$ cat src/rtl/u_rcs32_iter_if.sv
// Purpose: operand/result handshake bundle for u_rcs32_iter (input pair + 33-bit result).
// Latency: none, signal container only.
// Backpressure: in_ready/out_ready gate the two valid/ready handshakes.
// Signals: in_valid/in_ready/a/b (operand side), out_valid/out_ready/u_rcs32_iter_out (result side).
// slave modport is the subtractor's view; master modport is the producer/consumer view.
interface u_rcs32_iter_if;
    logic        in_valid;
    logic        in_ready;
    logic [31:0] a;
    logic [31:0] b;
    logic        out_valid;
    logic        out_ready;
    logic [32:0] u_rcs32_iter_out;

    modport slave (
        input  in_valid,
        input  a,
        input  b,
        input  out_ready,
        output in_ready,
        output out_valid,
        output u_rcs32_iter_out
    );

    modport master (
        output in_valid,
        output a,
        output b,
        output out_ready,
        input  in_ready,
        input  out_valid,
        input  u_rcs32_iter_out
    );
endinterface

$ cat src/rtl/u_rcs32_iter.sv
// Purpose: iterative unsigned 32-bit subtractor, a - b computed CHUNK bits per cycle with a registered borrow.
// Latency: result valid N = 32/CHUNK cycles after operand acceptance; one op per N+2 cycles at best.
// Backpressure: in_ready only in IDLE; result held stable in DONE until out_ready.
// Ports: clk, rst (async, active-high), bus (u_rcs32_iter_if.slave: in_valid/in_ready/a/b,
//        out_valid/out_ready/u_rcs32_iter_out[32:0] = {borrow, difference}).
// Build option: define U_RCS32_ITER_SAT_EN to clamp the difference to 0 when a < b.
module u_rcs32_iter #(
    parameter int CHUNK = 4
) (
    input  logic             clk,
    input  logic             rst,
    u_rcs32_iter_if.slave    bus
);
    localparam int N  = 32 / CHUNK;
    localparam int CW = (N > 1) ? $clog2(N) : 1;

    typedef enum logic [1:0] {
        ST_IDLE = 2'd0,
        ST_RUN  = 2'd1,
        ST_DONE = 2'd2
    } state_t;

    state_t          r_state;
    logic [31:0]     r_a;
    logic [31:0]     r_b;
    logic [31:0]     r_work;
    logic            r_borrow;
    logic [CW-1:0]   r_cnt;
    logic [32:0]     r_out;
    logic            r_in_ready;
    logic            r_out_valid;

    logic [4:0]      w_base;
    logic [CHUNK:0]  w_sub;
    logic [31:0]     w_work_nxt;
    logic [31:0]     w_diff_final;
    logic            w_last;

    // Bit offset of the chunk handled this cycle.
    assign w_base = 5'(int'(r_cnt) * CHUNK);

    // One extra bit on the left: a negative chunk result wraps so that bit CHUNK is the borrow out.
    assign w_sub = {1'b0, r_a[w_base +: CHUNK]}
                 - {1'b0, r_b[w_base +: CHUNK]}
                 - {{CHUNK{1'b0}}, r_borrow};

    assign w_last = (r_cnt == CW'(N - 1));

    always_comb begin
        w_work_nxt = r_work;
        w_work_nxt[w_base +: CHUNK] = w_sub[CHUNK-1:0];
    end

`ifdef U_RCS32_ITER_SAT_EN
    assign w_diff_final = w_sub[CHUNK] ? 32'd0 : w_work_nxt;
`else
    assign w_diff_final = w_work_nxt;
`endif

    // The visible result lives in r_out, separate from the working register,
    // so partial chunks never show on the output and the last result is held in IDLE.
    always_ff @(posedge clk or posedge rst) begin
        if (rst) begin
            r_state     <= ST_IDLE;
            r_a         <= 32'd0;
            r_b         <= 32'd0;
            r_work      <= 32'd0;
            r_borrow    <= 1'b0;
            r_cnt       <= '0;
            r_out       <= 33'd0;
            r_in_ready  <= 1'b1;
            r_out_valid <= 1'b0;
        end else begin
            case (r_state)
                ST_IDLE: begin
                    if (bus.in_valid && r_in_ready) begin
                        r_a        <= bus.a;
                        r_b        <= bus.b;
                        r_borrow   <= 1'b0;
                        r_cnt      <= '0;
                        r_in_ready <= 1'b0;
                        r_state    <= ST_RUN;
                    end
                end
                ST_RUN: begin
                    r_work   <= w_work_nxt;
                    r_borrow <= w_sub[CHUNK];
                    if (w_last) begin
                        r_cnt       <= '0;
                        r_out       <= {w_sub[CHUNK], w_diff_final};
                        r_out_valid <= 1'b1;
                        r_state     <= ST_DONE;
                    end else begin
                        r_cnt <= r_cnt + CW'(1);
                    end
                end
                ST_DONE: begin
                    if (bus.out_ready) begin
                        r_out_valid <= 1'b0;
                        r_in_ready  <= 1'b1;
                        r_state     <= ST_IDLE;
                    end
                end
                default: begin
                    r_out_valid <= 1'b0;
                    r_in_ready  <= 1'b1;
                    r_state     <= ST_IDLE;
                end
            endcase
        end
    end

    assign bus.in_ready         = r_in_ready;
    assign bus.out_valid        = r_out_valid;
    assign bus.u_rcs32_iter_out = r_out;
endmodule

$ cat src/flat_wrapper.sv
// flat-port wrapper written by rule: the top's interface ports become plain ports
module u_rcs32_iter_flat 
#(
    parameter int CHUNK = 4
)
  (clk, rst, bus_in_valid, bus_a, bus_b, bus_out_ready, bus_in_ready, bus_out_valid, bus_u_rcs32_iter_out);
  u_rcs32_iter_if bus_i ();
  input  logic clk;
  input  logic rst;
  input wire logic [$bits(bus_i.in_valid)-1:0] bus_in_valid;
  input wire logic [$bits(bus_i.a)-1:0] bus_a;
  input wire logic [$bits(bus_i.b)-1:0] bus_b;
  input wire logic [$bits(bus_i.out_ready)-1:0] bus_out_ready;
  output wire logic [$bits(bus_i.in_ready)-1:0] bus_in_ready;
  output wire logic [$bits(bus_i.out_valid)-1:0] bus_out_valid;
  output wire logic [$bits(bus_i.u_rcs32_iter_out)-1:0] bus_u_rcs32_iter_out;
  assign bus_i.in_valid = bus_in_valid;
  assign bus_i.a = bus_a;
  assign bus_i.b = bus_b;
  assign bus_i.out_ready = bus_out_ready;
  assign bus_in_ready = bus_i.in_ready;
  assign bus_out_valid = bus_i.out_valid;
  assign bus_u_rcs32_iter_out = bus_i.u_rcs32_iter_out;
  u_rcs32_iter #(.CHUNK(CHUNK)) u_core (.clk(clk), .rst(rst), .bus(bus_i));
endmodule
$ cat config.mk
export PLATFORM = sky130hd
export DESIGN_NAME = u_rcs32_iter_flat
export DESIGN_NICKNAME = d
export VERILOG_FILES = /design/src/rtl/u_rcs32_iter_if.sv /design/src/rtl/u_rcs32_iter.sv /design/src/flat_wrapper.sv
export SDC_FILE = /design/constraint.sdc
export NUM_CORES = 1
export LEC_CHECK = 0
export ABC_CLOCK_PERIOD_IN_PS = 13300
export CORE_UTILIZATION = 25
export DETAILED_ROUTE_END_ITERATION = 7
export GPL_TIMING_DRIVEN = 0
export RECOVER_POWER = 25
export SYNTH_ARGS = -nofsm -noshare
export SYNTH_HDL_FRONTEND = slang
export SYNTH_SLANG_ARGS = --single-unit
$ cat constraint.sdc
create_clock -name clk -period 13.3 [get_ports clk]
set_clock_uncertainty 0.05 [all_clocks]
set_input_delay 3.99 -clock clk [delete_from_list [all_inputs] [get_ports clk]]
set_output_delay 3.99 -clock clk [all_outputs]
set_load 0.01 [all_outputs]
==> results.ini <==
[status]
status=complete, but fails checks
violations=max-capacitance violations, max-slew violations

[clocking]
cts.sinks=137
clk_pin_slew_worst_paths_ps=60
cts_resized=0
cts_hold_buf=0
root_buffer=clkbuf_16
htree_levels=4
clock_path_buffers=2
cts_tree=yes
clock_latency_ps=420
cts_setup_buffers=0
cts_buffers=17

[sta]
fin_ws_ps=6934
setup_violations=0
rsz0062_at_grt=false
slew_violations=66
worst_slew_pin_slew_ps=3069
timing.fmax_mhz=157.1
whs_ps=426.3
timing.setup.tns_ps=0
post-route-period-util_pct=47.86
hold_violations=0
slew_headroom_pct=-105.7
period_minus_slack_ps=6366

[floorplanning]
core_um2=25180
rows=58
fp.dieW_um=162.4
die_h_um=162.4
dieArea_um2=26380
boundaryPins=103
initial_core_util_pct=25.54

[detailed_routing]
drtAntennaViolNets=0
wl_um=16020
wl_per_cell_um=16.40
initialDrtViolationCount=183
first_pass_iters=4
viasPerCell=4.432
drc=0
vias=4330

[setup_path]
cp_top_family=buffers and inverters
critPathMaxFanout=66
crit_path_start_kind=input pin
rr_endpoint=u_core.r_work[11]$_DFFE_PP0P_
worstRegToRegCells=13
cp.depth=2
slowest_stage=clkinvlp_2
rr_startpoint=u_core.r_cnt[1]$_DFFE_PP0P_
crit_path_start=rst
crit_end=u_core.r_a[0]$_DFFE_PP0P_
arrival_ps=6340
crit_chain=dlygate4sd3_1 -> clkinvlp_2
worst-path-buf-inv=2
cp.required_ps=13280
max_stage_delay_ps=1720
crit_path_end_kind=async pin
rrSetupSlack_ps=8630
worst-setup-path-type=in2async

[synthesis]
synth_top_family_by_area=multiplexers
yosysMostFrequentCell=dfrtp_1
ys_ff_latch=137
synthTopCellsByArea=dfrtp_1, mux2_2, mux4_2
yosysSeqAreaShare_pct=53.32
synth_top_area_share_pct=52.91
syn_nets=593
synth_compound_area_share_pct=7.936
yosysWarnings=0
synth_common_cells=dfrtp_1, nand2_1, mux2_2
syn_area_um2=6432
synth_area_leader_cell=dfrtp_1
synth_edf_count=0
synth_fa_ha_area_share_pct=2.762
yosys.area_share.xor_xnor_pct=0.5446
ys_types=47
synth_flop_cell=dfrtp_1
synth_mux_area_share_pct=23.59
avgSynthCellArea_um2=12.56
synth-simple-area-share_pct=9.045
postSynthCellCount=512
ys_async_sr_fraction_pct=100.0

[job]
cap_violations=1

[pwr]
total_power_uw=2143
power_density_nw_per_um2=253.8
ir_worst_vdd_mv=0.1566
power.leakage_uw=0.003693

[finish]
synthToLayoutAreaGrowth_pct=31.22
insertedDiodeCount=0
drive_above_1_share_pct=21.17
final_util_pct=33.52
fin_nets=715

[global_routing]
grt_max_degree=73
grt_pass1_wl_um=26230
antenna_found_initial=0
gr-total-overflow=0
grt_pass1_vias=4550
grtUsageTotal_pct=13.13

[place]
port_buffers=102
pre_cts_slack_ps=7038
gp_congestion=0.7659
hpwl_um=11450

[worst_hold_path]
holdCritPathClass=reg2reg
min_from=u_core.r_work[19]$_DFFE_PP0P_

[how the worst min path moves through the flow]
stage / to / slack (ps) / cells after the start
3_5_place_dp: u_core.r_work[7]$_DFFE_PP0P_ / 420 / 2
2_1_floorplan: u_core.r_work[7]$_DFFE_PP0P_ / 390 / 2
6_report: u_core.r_work[19]$_DFFE_PP0P_ / 430 / 2
3_3_place_gp: u_core.r_work[7]$_DFFE_PP0P_ / 400 / 2
5_1_grt: u_core.bus.u_rcs32_iter_out[20]$_DFFE_PP0P_ / 450 / 2
4_1_cts: u_core.r_work[7]$_DFFE_PP0P_ / 430 / 2
[tightest hold or removal path: cells and delay by family (launching register included)]
kind            cells  cell delay [ps]
flops               1              340
compound gates      1               60
simple gates        1               40
[power by group]
group / switching [µW] / internal [µW] / total, µW
combinational: 593 / 419 / 1010
clock: 191 / 287 / 478
sequential: 79.8 / 572 / 652
total: 864 / 1280 / 2140
[cell type report]
cell class	instances	area, µm²
fill	2550	16740
sequential	137	3430
multi-input combinational	337	2781
timing repair buffer	103	1049
clock buffer	19	452.9
tap	330	412.9
clock inverter	13	142.6
buffer	27	130.1
inverter	11	42.54
[layer usage]
layer,GRT usage [%],share of wire (%)
met1,18.07,48
met2,20.07,45
met3,3.718,5.5
met4,3.559,1.1
met5,0,0
[metrics by stage]
| stage | cell area [µm²] | instances |
|---|---|---|
| finish | 8441 | 977 |
| global route | 8441 | 977 |
| CTS | 8494 | 977 |
| detailed placement | 7899 | 945 |
| global placement | 7866 | 944 |
| floorplan | 6432 | 512 |
[sequential cells by signal, summed over array words and instances (netlist names), 2 cells and up]
| name | count |
|---|---|
| u_core.bus.u_rcs32_iter_out | 33 |
| u_core.r_a | 32 |
| u_core.r_b | 32 |
| u_core.r_cnt | 3 |
| u_core.r_state | 2 |
| u_core.r_work | 32 |
[cell usage in the layout (no fill, tap or decap), types with 4 or more instances in the layout]
master / instances
ha_1: 11
clkdlybuf4s50_1: 100
nor2_2: 4
clkbuf_1: 14
xnor2_1: 4
o21ai_0: 34
mux2_2: 58
nor3_1: 11
clkbuf_16: 17
nand3_1: 4
mux4_2: 14
and3_1: 5
and2_1: 4
mux2_1: 28
buf_2: 8
a21oi_1: 17
mux2i_1: 23
inv_1: 8
nand2_2: 5
nand2_1: 60
o41ai_1: 9
dfrtp_1: 136
nor2_1: 13
o31ai_1: 8
[kinds of logic after synthesis]
| kind of cell | Yosys count |
|---|---|
| flops | 137 |
| simple gates | 119 |
| buf+inv | 38 |
| compound gates | 78 |
| xor+xnor | 4 |
| fa+ha+maj | 13 |
| mux | 123 |
(Power assumes the default switching activity.)
==> patch 1 (config.mk and constraints unchanged) <==
Build with the macro `U_RCS32_ITER_SAT_EN` defined.
--- a/src/rtl/u_rcs32_iter.sv
+++ b/src/rtl/u_rcs32_iter.sv
@@ -5,4 +5,6 @@
 //        out_valid/out_ready/u_rcs32_iter_out[32:0] = {borrow, difference}).
 // Build option: define U_RCS32_ITER_SAT_EN to clamp the difference to 0 when a < b.
+`define U_RCS32_ITER_SAT_EN
+
 module u_rcs32_iter #(
     parameter int CHUNK = 4
Check against the original RTL: not equivalent (a bounded check fails within 10 cycles, from zero or initial values and one cycle with rst high).
==> patch 1 against the original RTL <==
- the flow still finishes with violations (max-capacitance violations, max-slew violations)
- setup slack improved by 0.15 ns
- total power rose by 1.2%
- register-to-register slack got worse by 0.59 ns
- count of clock-buffer cells in the layout fell by 1
- routed wire length fell by 1.0%
- critical path depth did not move
- final area fell by 0.67%
- die area fell by 1.0%
- core utilization fell by 0.13 points
- area after synthesis fell by 1.0%
- sequential cell count did not move
- critical endpoint is now u_core.r_a[13]$_DFFE_PP0P_
==> patch 1: results (changes against the original RTL) <==
| Metric | Value |
|---|---|
| Met2 GRT Util | 0.210 (+0.00898) |
| Post-synthesis sequential area ratio | 0.539 (+0.00555) |
| Crit-path max FO | 62 (-6.1%) |
| Leakage | 0.00349 µW (-5.4%) |
| Switching share of power | 0.409 (+0.00576) |
| Number of DRC markers in iteration 0 | 260 (+42%) |
| Synth top area cells | dfrtp_1, mux2_2, mux4_2 |
| Post-Syn Nets | 608 (+2.5%) |
| Mapped Cells | 527 (+2.9%) |
| Final nets | 730 (+2.1%) |
| Non-filler instance count after layout | 991 (+1.4%) |
| Comb_multi_in | 345 (+2.4%) |
| Multi-input logic area | 2660 µm² (-4.5%) |
| Slew margin rel. | -0.928 (+0.129) |
| Clk cell area share | 0.0754 (+0.00480) |
| Fin area | 8380 µm² (-0.67%) |
| Clock buffer count | 18 (-1) |
| Dpl ws | 7.15 ns (+0.113 ns) |
| All-Layer GR Usage | 0.131 (+0.000184) |
| Core area | 25,100 µm² (-0.29%) |
| Post-cts gate resize count | 0 (unchanged) |
| Ys async rst share | 1.00 (unchanged) |
| Status | finished with violations |
| Global-route wire length before repair | 26,400 µm (+0.63%) |
| Nonclk inv count | 10 (-1) |
| Fin. max-slew vios | 62 (-6.1%) |
| Met3 Track Usage GR | 0.0326 (-0.00456) |
| Met2 Wirelength | 7450 µm (+2.8%) |
| Routed met1 length | 7560 µm (-1.9%) |
| Unique masters post-synth | 42 (-11%) |
| Buffers outside the clock class | 138 (+6.2%) |
| Synth top cells by count | dfrtp_1, nand2_1, mux2_2 |
| VDD IR-drop max | 165 µV (+5.3%) |
| Signal buffers share of area | 0.145 (+0.00512) |
| Reg area | 3430 µm² (unchanged) |
| Filler cells | 2,582 (+1.3%) |
| Vias in the first global route | 4,714 (+3.6%) |
| Worst path max stage delay | 1.61 ns (-0.11 ns) |
| Post-DP Area | 7830 µm² (-0.84%) |
| Largest net degree at the start of global routing | 77 (+5.5%) |
| CP arrival | 6.23 ns (-0.11 ns) |
| M1 GR Usage | 0.175 (-0.00542) |
| Failing checks | max-capacitance violations, max-slew violations |
| Met3 WL | 635 µm (-28%) |
| Cell total after placement | 960 (+1.6%) |
| DP Wirelength | 11,500 µm (+0.21%) |
| Max-cap violations | 1 (unchanged) |
| Drt wl/cell | 16.0 µm (-2.4%) |
| DR vias/cell | 4.54 (+2.3%) |
| Share of layout cells above drive strength 1 | 0.210 (-0.00146) |
| GPL Wtd Cong | 0.756 (-1.2%) |
==> patch 1: cell types whose count changed after synthesis, sizes merged, moves of 4 or more <==
cell / change
mux2: -20
o21ai: +15
mux2i: -13
a32oi: +8
a21oi: +7
and3: -5
and2: -4
buf: +4
clkbuf: +4
nand2: +4
==> patch 1: power groups by stage <==
| stage | Clock [µW] | Sequential [µW] | Combinational [µW] |
|---|---|---|---|
| final | 502 | 648 | 1020 |
| after global routing | 533 | 671 | 1130 |
| after CTS | 513 | 649 | 1110 |
| after detailed placement | 0 | 656 | 1100 |
| after global placement | 0 | 650 | 1090 |
| after floorplan | 0 | 640 | 772 |
==> patch 1: worst paths after layout <==
path                                                              from                                          end  slack, ns  depth (start not counted)
max reg2reg                                u_core.r_cnt[1]$_DFFE_PP0P_  u_core.bus.u_rcs32_iter_out[30]$_DFFE_PP0P_       8.04                         14
max in group clk                                          bus_in_valid                   u_core.r_a[13]$_DFFE_PP0P_       7.61                          6
min                        u_core.bus.u_rcs32_iter_out[26]$_DFFE_PP0P_  u_core.bus.u_rcs32_iter_out[26]$_DFFE_PP0P_       0.42                          2
min reg2reg                u_core.bus.u_rcs32_iter_out[26]$_DFFE_PP0P_  u_core.bus.u_rcs32_iter_out[26]$_DFFE_PP0P_       0.42                          2
max                                                                rst                   u_core.r_a[13]$_DFFE_PP0P_       7.08                          2
min in group asynchronous                                          rst                   u_core.r_b[25]$_DFFE_PP0P_       4.81                          2
==> patch 1: kinds of logic after synthesis <==
group	count (synthesis)	synth area share
fa+ha+maj	13	0.0279
flops	137	0.539
buf+inv	45	0.0348
mux	90	0.183
compound gates	109	0.111
simple gates	129	0.0985
xor+xnor	4	0.00668
==> patch 2 (same settings) <==
Made on the original files. The 3 states of `state_t` get a one-hot encoding in 3 bits.
--- a/src/rtl/u_rcs32_iter.sv
+++ b/src/rtl/u_rcs32_iter.sv
@@ -15,8 +15,8 @@
     localparam int CW = (N > 1) ? $clog2(N) : 1;
 
-    typedef enum logic [1:0] {
-        ST_IDLE = 2'd0,
-        ST_RUN  = 2'd1,
-        ST_DONE = 2'd2
+    typedef enum logic [2:0] {
+        ST_IDLE = 3'b001,
+        ST_RUN  = 3'b010,
+        ST_DONE = 3'b100
     } state_t;
 
Function: same outputs for any inputs over 10 cycles, from zero or initial values and one cycle with rst high; not proved beyond that.
==> patch 2 against the original RTL <==
- the run still ends with max-capacitance violations, max-slew violations left
- non-clock buffer count grew 2
- sequential cell count grew 1
- final area grew 1.2%
- worst hold slack lost 0.00059 ns
- combinational power shrank 26%
- area after synthesis grew 1.5%
- total power shrank 15%
- routed wire length shrank 1.6%
- die area grew 1.5%
- setup slack gained 0.23 ns
- fmax grew 3.7%
- largest cell class unchanged
==> patch 2: results (changes against the original RTL) <==
| Metric | Value |
|---|---|
| VDD IR-drop max | 130 µV (-17%) |
| Clock power share | 0.260 (+0.037) |
| CP arrival | 6.17 ns (-0.17 ns) |
| Worst hold endpoint | u_core.bus.u_rcs32_iter_out[12]$_DFFE_PP0P_ |
| Filler cells | 2,583 (+1.3%) |
| Status | finished with violations |
| CTS Buf Count | 17 (unchanged) |
| Met2 Wirelength | 7080 µm (-2.3%) |
| Share of layout cells above drive strength 1 | 0.253 (+0.0413) |
| Global-route wire length before repair | 25,400 µm (-3.2%) |
| Worst path max stage delay | 1.59 ns (-0.13 ns) |
| RR Endpoint | u_core.r_work[19]$_DFFE_PP0P_ |
| Post-DP Area | 8000 µm² (+1.3%) |
| Vias in the first global route | 4,463 (-1.9%) |
| Drt wl/cell | 16.0 µm (-2.5%) |
| Met2 GRT Util | 0.187 (-0.0134) |
| Failing checks | max-capacitance violations, max-slew violations |
| Synth top area cells | dfrtp_1, mux2_2, mux4_2 |
| Fin. max-slew vios | 59 (-11%) |
| Worst hold start | u_core.bus.u_rcs32_iter_out[12]$_DFFE_PP0P_ |
| Post-synthesis sequential area ratio | 0.529 (-0.00405) |
| All-Layer GR Usage | 0.126 (-0.00546) |
| Fin Hold WS | 0.426 ns (-0.000589 ns) |
| Syn Area/Cell | 12.5 µm² (-0.79%) |
| Hold Buf Count CTS | 0 (unchanged) |
| GPL Wtd Cong | 0.763 (-0.39%) |
| DP Wirelength | 11,300 µm (-1.0%) |
| Leakage | 0.00358 µW (-2.9%) |
| Reg2Reg Setup Slack | 8.58 ns (-0.05 ns) |
| M1 GR Usage | 0.177 (-0.00384) |
| Worst-Margin Slew | 2.81 ns (-0.264 ns) |
| DR vias | 4,499 (+3.9%) |
| Met3 Track Usage GR | 0.0345 (-0.00264) |
| Post-Syn Nets | 605 (+2.0%) |
| Met3 WL | 828 µm (-6.4%) |
| Area delta synth->final | 30.7% |
| CP endpoint | u_core.r_work[11]$_DFFE_PP0P_ |
| DR vias/cell | 4.56 (+3.0%) |
| Crit-path max FO | 59 (-11%) |
| Max-cap violations | 1 (unchanged) |
| Unique masters post-synth | 48 (+2.1%) |
| Dpl ws | 7.54 ns (+0.499 ns) |
| Cell total after placement | 957 (+1.3%) |
| DR top layer | met4 |
| Post-cts gate resize count | 0 (unchanged) |
| Routed met1 length | 7680 µm (-0.34%) |
| Largest net degree at the start of global routing | 81 (+11%) |
| Number of DRC markers in iteration 0 | 211 (+15%) |
==> patch 2: kinds of logic (layout without fill, tap and decap cells) <==
family                     Yosys count  count (layout)  share of synthesized area
DFF                                138             138                      0.529
and+or+nand+nor                    125             125                     0.0937
muxes                              123             123                      0.233
AOI/OAI and AO/OA                   82              82                     0.0805
buffers and inverters               39             171                     0.0312
adders and majority gates           13              13                     0.0272
xor gates and xnor gates             4               4                    0.00536
==> patch 2: layout make-up <==
class                   count  share of cell area
repair buffers            103               0.123
multi-input cells         347               0.333
plain buffers              29              0.0182
flip-flops and latches    138               0.405
clock buffers              23              0.0583
well taps                 330              0.0484
clock inverters             6              0.0104
inverters                  10             0.00454
==> patch 2: power by group through the flow <==
stage	Clock, µW	Combinational, µW	Sequential (µW)
floorplan	0	571	587
global placement	0	755	603
global route	502	818	616
CTS	482	768	600
detailed placement	0	766	608
finish	473	745	600
